File: src/rtl/fsm_run_arbiter.sv
`default_nettype none
// ============================================================================
// Module  : fsm_run_arbiter
// Brief   : Round-robin sequencer that shares one run/done engine between
//           NUM_REQ requesters, with a per-job watchdog and ack/err pulses.
// Rev     : 1.0 - initial release
// ============================================================================
module fsm_run_arbiter #(
  parameter int NUM_REQ     = 4,
  parameter int TIMEOUT_CYC = 256,
  parameter int CNT_W       = 16
) (
  input  logic               clk,
  input  logic               reset,
  input  logic [NUM_REQ-1:0] i_req,
  output logic [NUM_REQ-1:0] o_grant,
  output logic [NUM_REQ-1:0] o_ack,
  output logic [NUM_REQ-1:0] o_err,
  output logic               o_eng_run,
  input  logic               i_eng_done,
  output logic               o_busy,
  output logic [CNT_W-1:0]   o_job_cnt
);

  localparam int c_ptr_w = (NUM_REQ > 1) ? $clog2(NUM_REQ) : 1;
  localparam int c_wd_w  = $clog2(TIMEOUT_CYC);
  localparam logic [c_wd_w-1:0]  c_wd_last  = c_wd_w'(TIMEOUT_CYC - 1);
  localparam logic [c_ptr_w-1:0] c_ptr_last = c_ptr_w'(NUM_REQ - 1);

  typedef enum logic [1:0] {
    S_IDLE = 2'd0,
    S_RUN  = 2'd1,
    S_WAIT = 2'd2,
    S_DONE = 2'd3
  } state_t;

  state_t               r_state;
  state_t               w_state_nxt;
  logic [NUM_REQ-1:0]   r_grant, w_grant_nxt;
  logic [NUM_REQ-1:0]   r_ack, w_ack_nxt;
  logic [NUM_REQ-1:0]   r_err, w_err_nxt;
  logic                 r_run, w_run_nxt;
  logic                 r_busy, w_busy_nxt;
  logic [CNT_W-1:0]     r_cnt, w_cnt_nxt;
  logic [c_ptr_w-1:0]   r_ptr, w_ptr_nxt;
  logic [c_wd_w-1:0]    r_wdog, w_wdog_nxt;

  logic [2*NUM_REQ-1:0] w_req_dbl;
  logic [2*NUM_REQ-1:0] w_oh_dbl;
  logic [NUM_REQ-1:0]   w_req_rot;
  logic [NUM_REQ-1:0]   w_oh_rot;
  logic [NUM_REQ-1:0]   w_pick_oh;
  logic                 w_seen;
  logic [c_ptr_w-1:0]   w_owner;
  logic [c_ptr_w-1:0]   w_ptr_adv;

  // Rotate requests so the pointer position sits at bit 0, pick the lowest
  // set bit, then rotate the one-hot pick back to absolute positions.
  assign w_req_dbl = {i_req, i_req} >> r_ptr;
  assign w_req_rot = w_req_dbl[NUM_REQ-1:0];

  always_comb begin
    w_oh_rot = '0;
    w_seen   = 1'b0;
    for (int i = 0; i < NUM_REQ; i++) begin
      if (w_req_rot[i] && !w_seen) begin
        w_oh_rot[i] = 1'b1;
        w_seen      = 1'b1;
      end
    end
  end

  assign w_oh_dbl  = {{NUM_REQ{1'b0}}, w_oh_rot} << r_ptr;
  assign w_pick_oh = w_oh_dbl[NUM_REQ-1:0] | w_oh_dbl[2*NUM_REQ-1:NUM_REQ];

  always_comb begin
    w_owner = '0;
    for (int i = 0; i < NUM_REQ; i++) begin
      if (r_grant[i]) w_owner = c_ptr_w'(i);
    end
  end

  assign w_ptr_adv = (w_owner == c_ptr_last) ? '0 : w_owner + 1'b1;

  always_comb begin
    w_state_nxt = r_state;
    w_grant_nxt = r_grant;
    w_ack_nxt   = '0;
    w_err_nxt   = '0;
    w_run_nxt   = 1'b0;
    w_cnt_nxt   = r_cnt;
    w_ptr_nxt   = r_ptr;
    w_wdog_nxt  = r_wdog;
    case (r_state)
      S_IDLE: begin
        if (|i_req) begin
          w_state_nxt = S_RUN;
          w_grant_nxt = w_pick_oh;
          w_run_nxt   = 1'b1;
        end
      end
      S_RUN: begin
        w_state_nxt = S_WAIT;
        w_wdog_nxt  = '0;
      end
      S_WAIT: begin
        w_wdog_nxt = r_wdog + 1'b1;
        // A done arriving on the last watchdog cycle still counts as success.
        if (i_eng_done) begin
          w_state_nxt = S_DONE;
          w_ack_nxt   = r_grant;
          w_cnt_nxt   = r_cnt + 1'b1;
          w_ptr_nxt   = w_ptr_adv;
        end else if (r_wdog == c_wd_last) begin
          w_state_nxt = S_DONE;
          w_err_nxt   = r_grant;
          w_ptr_nxt   = w_ptr_adv;
        end
      end
      S_DONE: begin
        w_state_nxt = S_IDLE;
        w_grant_nxt = '0;
      end
      default: begin
        w_state_nxt = S_IDLE;
        w_grant_nxt = '0;
      end
    endcase
    w_busy_nxt = (w_state_nxt != S_IDLE);
  end

  always_ff @(posedge clk) begin
    if (reset) begin
      r_state <= S_IDLE;
      r_grant <= '0;
      r_ack   <= '0;
      r_err   <= '0;
      r_run   <= 1'b0;
      r_busy  <= 1'b0;
      r_cnt   <= '0;
      r_ptr   <= '0;
      r_wdog  <= '0;
    end else begin
      r_state <= w_state_nxt;
      r_grant <= w_grant_nxt;
      r_ack   <= w_ack_nxt;
      r_err   <= w_err_nxt;
      r_run   <= w_run_nxt;
      r_busy  <= w_busy_nxt;
      r_cnt   <= w_cnt_nxt;
      r_ptr   <= w_ptr_nxt;
      r_wdog  <= w_wdog_nxt;
    end
  end

  assign o_grant   = r_grant;
  assign o_ack     = r_ack;
  assign o_err     = r_err;
  assign o_eng_run = r_run;
  assign o_busy    = r_busy;
  assign o_job_cnt = r_cnt;

endmodule
`default_nettype wire

File: config.mk
export PLATFORM = sky130hd
export DESIGN_NAME = fsm_run_arbiter
export DESIGN_NICKNAME = d
export VERILOG_FILES = /design/src/rtl/fsm_run_arbiter.sv
export SDC_FILE = /design/constraint.sdc
export NUM_CORES = 1
export LEC_CHECK = 0
export CORE_UTILIZATION = 35
export CTS_CLUSTER_SIZE = 28
export DETAILED_ROUTE_END_ITERATION = 10
export PLACE_DENSITY = 0.71
export SYNTH_ARGS = -nofsm -noshare
export SYNTH_HDL_FRONTEND = slang
export SYNTH_SLANG_ARGS = --single-unit
File: constraint.sdc
create_clock -name clk -period 1.6 [get_ports clk]
set_input_delay 0.16 -clock clk [delete_from_list [all_inputs] [get_ports clk]]
set_output_delay 0.16 -clock clk [all_outputs]
set_load 0.01 [all_outputs]
==> results.cfg, run 1 <==
[power]
p_leak_nw = 1.01
swShare_pct = 28.1
p_seq_share_pct = 43.7
p_int_mw = 1.99
comb_power_share_pct = 25.9
design_power_total_mw = 2.77
clock_power_share_pct = 30.4
total_switching_power_mw = 0.779
max-vdd-ir-drop_v = 0.000640
power.density_cell_area_nw_per_um2 = 1050

[critical_path]
timing.critical_path.to_type = flop
maximum_fanout_count_along_the_critical_path = 4
setup.worst_path.class = reg2reg
worst-endpoint-required_ps = 1830
startpoint_type = flop
worst-r2r-setup-slack_ps = 30
critical_path_arrival_ps = 1790

[clocking]
ctsHtreeMaxLevel = 2
numClockSinks = 42
clock_latency_ps = 290
ctsHoldBuffers = 0
path_clk_slew_ps = 80
ctsRootBufferMaster = clkbuf_8
tritoncts = built
maximum_count_of_clock_buffers_along_a_single_path = 2
post_cts_setup_repair_buffer_count = 0
cts-buffers-inserted = 5

[detailed_routing]
detail_route.iter0.violations = 94
met2_layer_wire_length_in_the_routed_design_mm = 1.76
dr_total_vias = 1661
detail-route-antenna-nets = 0
met3WireLength_um = 201
m1WireLength_mm = 1.88
drt_wl_total_mm = 3.89
route.top_layer_used = met4
drtPass1Iterations = 4
avgRoutedWirePerCell_um = 11.4
drt_drc_violations_left = 0
via_per_inst = 4.87

[cells_and_area]
diode_count = 0
final-seq-area_um2 = 845
post_route_cells_drive_above_1_share_pct = 21.2
multi_input_comb_area_um2 = 960
fill_cells = 477
areaGrowthSynthToFinish_pct = 44.3
finalNetCount = 287

[timing]
layout_setup_ws_ps = 34.4
slew_violations = 0
fin_skew_ps = 5.98
worst_hold_slack_ps = 492
final_min_period_over_clock_period_pct = 97.9
worst_slew_margin_rel_pct = 81.1
final-setup-viol-count = 0
max_freq_ghz = 0.639
timing.final.crit_period_ps = 1570
tightest_slew_ps = 282
finalHoldViolCount = 0
setup_repair_after_global_routing_missed_its_margin = yes

[global_route]
antenna_found_initial = 0
first_global_vias = 1538
grt_overflow = 0
grt_max_degree = 15
grt.total_usage_pct = 15.4
grt_pass1_wl_mm = 6.64

[logic_synthesis]
synth-seq-cells = 42
ys.flop_type = dfxtp_1
post_synth_main_area_contributors = dfxtp_1 (46%), xor2_1 (6.2%), nor2_1 (4.5%), a21oi_1 (4.4%), ha_1 (4.1%)
synth-warning-count = 0
netlist-cell-type-count = 41
synth_top_cell_area_share_pct = 45.9
seq_area_frac_synth_pct = 45.9
synth_async_sr_flop_share_pct = 0
number_of_synthesized_flops_with_an_enable_pin = 0
post_synth.cell_area_avg_um2 = 8.99
synth_top_area_cell = dfxtp_1
synthesis.area_um2 = 1830
synth_most_common_cell = dfxtp_1
post_synth_most_frequent_cells = dfxtp_1 (42), nor2_1 (22), a21oi_1 (16), nand2_1 (13), xor2_1 (13)
synthCells = 204
syn_nets = 217

[hold_path]
hold_class = reg2reg

[floorplanning]
core.rowCount = 25
start_util_pct = 37.6
die_h_um = 74.4
die_area_um2 = 5530
top_level_ports = 37
fp.dieW_um = 74.4
floorplan.core_area_um2 = 4880

[placed_design]
place_ws_ps = -146
dp.final_hpwl_mm = 2.99
gp_congestion = 0.825
numPortBuffers = 36

[outcome]
status = finished, final reports clean

[job]
cap_violations = 0
==> registers in the layout (all words and copies together), names as in the netlist <==
register and count:
o_ack 4, o_busy 1, o_eng_run 1, o_err 4
o_grant 4, o_job_cnt 16, r_ptr 2, r_state 2
r_wdog 8
==> what timing repair did <==
item	CTS	global route
pin swaps	1	0
endpoints found under the setup margin	6	12
gates resized for setup	3	7
==> area by class of cell <==
class | instances | area share (%)
clock buffer | 6 | 3.12
multi-input combinational | 148 | 36.3
timing repair buffer | 70 | 23.3
inverter | 7 | 1.09
clock inverter | 1 | 1.14
sequential | 42 | 31.9
tap | 67 | 3.17
==> critical path, cell delays in order, from the launching register on <==
cell,delay [ps]
dfxtp_2,350
inv_4,80
ha_4,130
buf_4,110
and4_4,230
nand4_1,130
or3_1,330
a21oi_1,150
==> per-stage QoR <==
stage	cells	util, %	setup TNS [ps]	instance area (um2)
6_report	341	54.2	0	2650
4_1_cts	341	53.8	0	2630
5_1_grt	341	54.2	-157	2650
2_1_floorplan	204	-	-73.4	1850
3_5_place_dp	334	51.4	-971	2510
3_3_place_gp	334	51.4	-645	2510
==> power groups by stage <==
stage	clock (mW)	sequential (mW)	combinational, mW
final	0.842	1.21	0.719
after global routing	0.897	1.22	0.807
after CTS	0.857	1.21	0.719
after detailed placement	0	1.23	0.706
after global placement	0	1.23	0.700
after floorplan	0	1.23	0.419
==> cell families (layout without fill, tap and decap cells) <==
group                      Yosys count  after routing  synth area share [%]
AOI/OAI and AO/OA                   39             39                  13.1
xor gates and xnor gates            14             14                  6.69
adders and majority gates            6              6                  4.10
buffers and inverters               14             84                  3.55
DFF                                 42             42                  45.9
muxes                                2              2                  1.09
and+or+nand+nor                     87             87                  25.6
==> path summary, 6_finish.rpt <==
path,start,endpoint,cells past startpoint
worst max-delay path,r_state[0]$_SDFF_PP0_,o_job_cnt[12]$_SDFFE_PP0P_,7
worst max register to register,r_state[0]$_SDFF_PP0_,o_job_cnt[12]$_SDFFE_PP0P_,7
worst min-delay path,o_job_cnt[15]$_SDFFE_PP0P_,o_job_cnt[15]$_SDFFE_PP0P_,2
worst min register to register,o_job_cnt[15]$_SDFFE_PP0P_,o_job_cnt[15]$_SDFFE_PP0P_,2
==> cell usage in the layout, fill, tap and decap left out, types with 2 or more instances in the layout <==
| cell | instances |
|---|---|
| buf_4 | 34 |
| mux2i_1 | 2 |
| o21a_1 | 2 |
| and2_1 | 8 |
| inv_1 | 6 |
| nand2_1 | 13 |
| o21ai_0 | 9 |
| ha_1 | 5 |
| or4b_1 | 2 |
| or2_2 | 4 |
| clkdlybuf4s50_1 | 36 |
| o2111ai_1 | 2 |
| nand3_1 | 11 |
| xor2_1 | 13 |
| or4_1 | 3 |
| dfxtp_1 | 39 |
| and4_4 | 2 |
| o31ai_1 | 2 |
| nand2b_1 | 3 |
| clkbuf_8 | 6 |
| nor2_1 | 22 |
| dfxtp_2 | 3 |
| a21oi_1 | 15 |
| a21o_1 | 2 |
| or3_1 | 3 |
| nand4_1 | 7 |
==> metal layers <==
layer  global-route usage (%)  vias to the layer above
met1                     19.8                      751
li1                         -                      860
met2                     24.9                       44
met3                     4.34                        6
met4                     5.03                        0
met5                        0                        -
(Power assumes the default switching activity.)
==> run 2, diff against run 1 <==
--- a/config.mk
+++ b/config.mk
@@ -9,6 +9,7 @@
 export CTS_CLUSTER_SIZE = 28
 export DETAILED_ROUTE_END_ITERATION = 10
 export PLACE_DENSITY = 0.71
+export SLEW_MARGIN = 0
 export SYNTH_ARGS = -nofsm -noshare
 export SYNTH_HDL_FRONTEND = slang
 export SYNTH_SLANG_ARGS = --single-unit
==> results of run 2 <==
No change in the layout: final DEF, timing and power equal those of run 1.
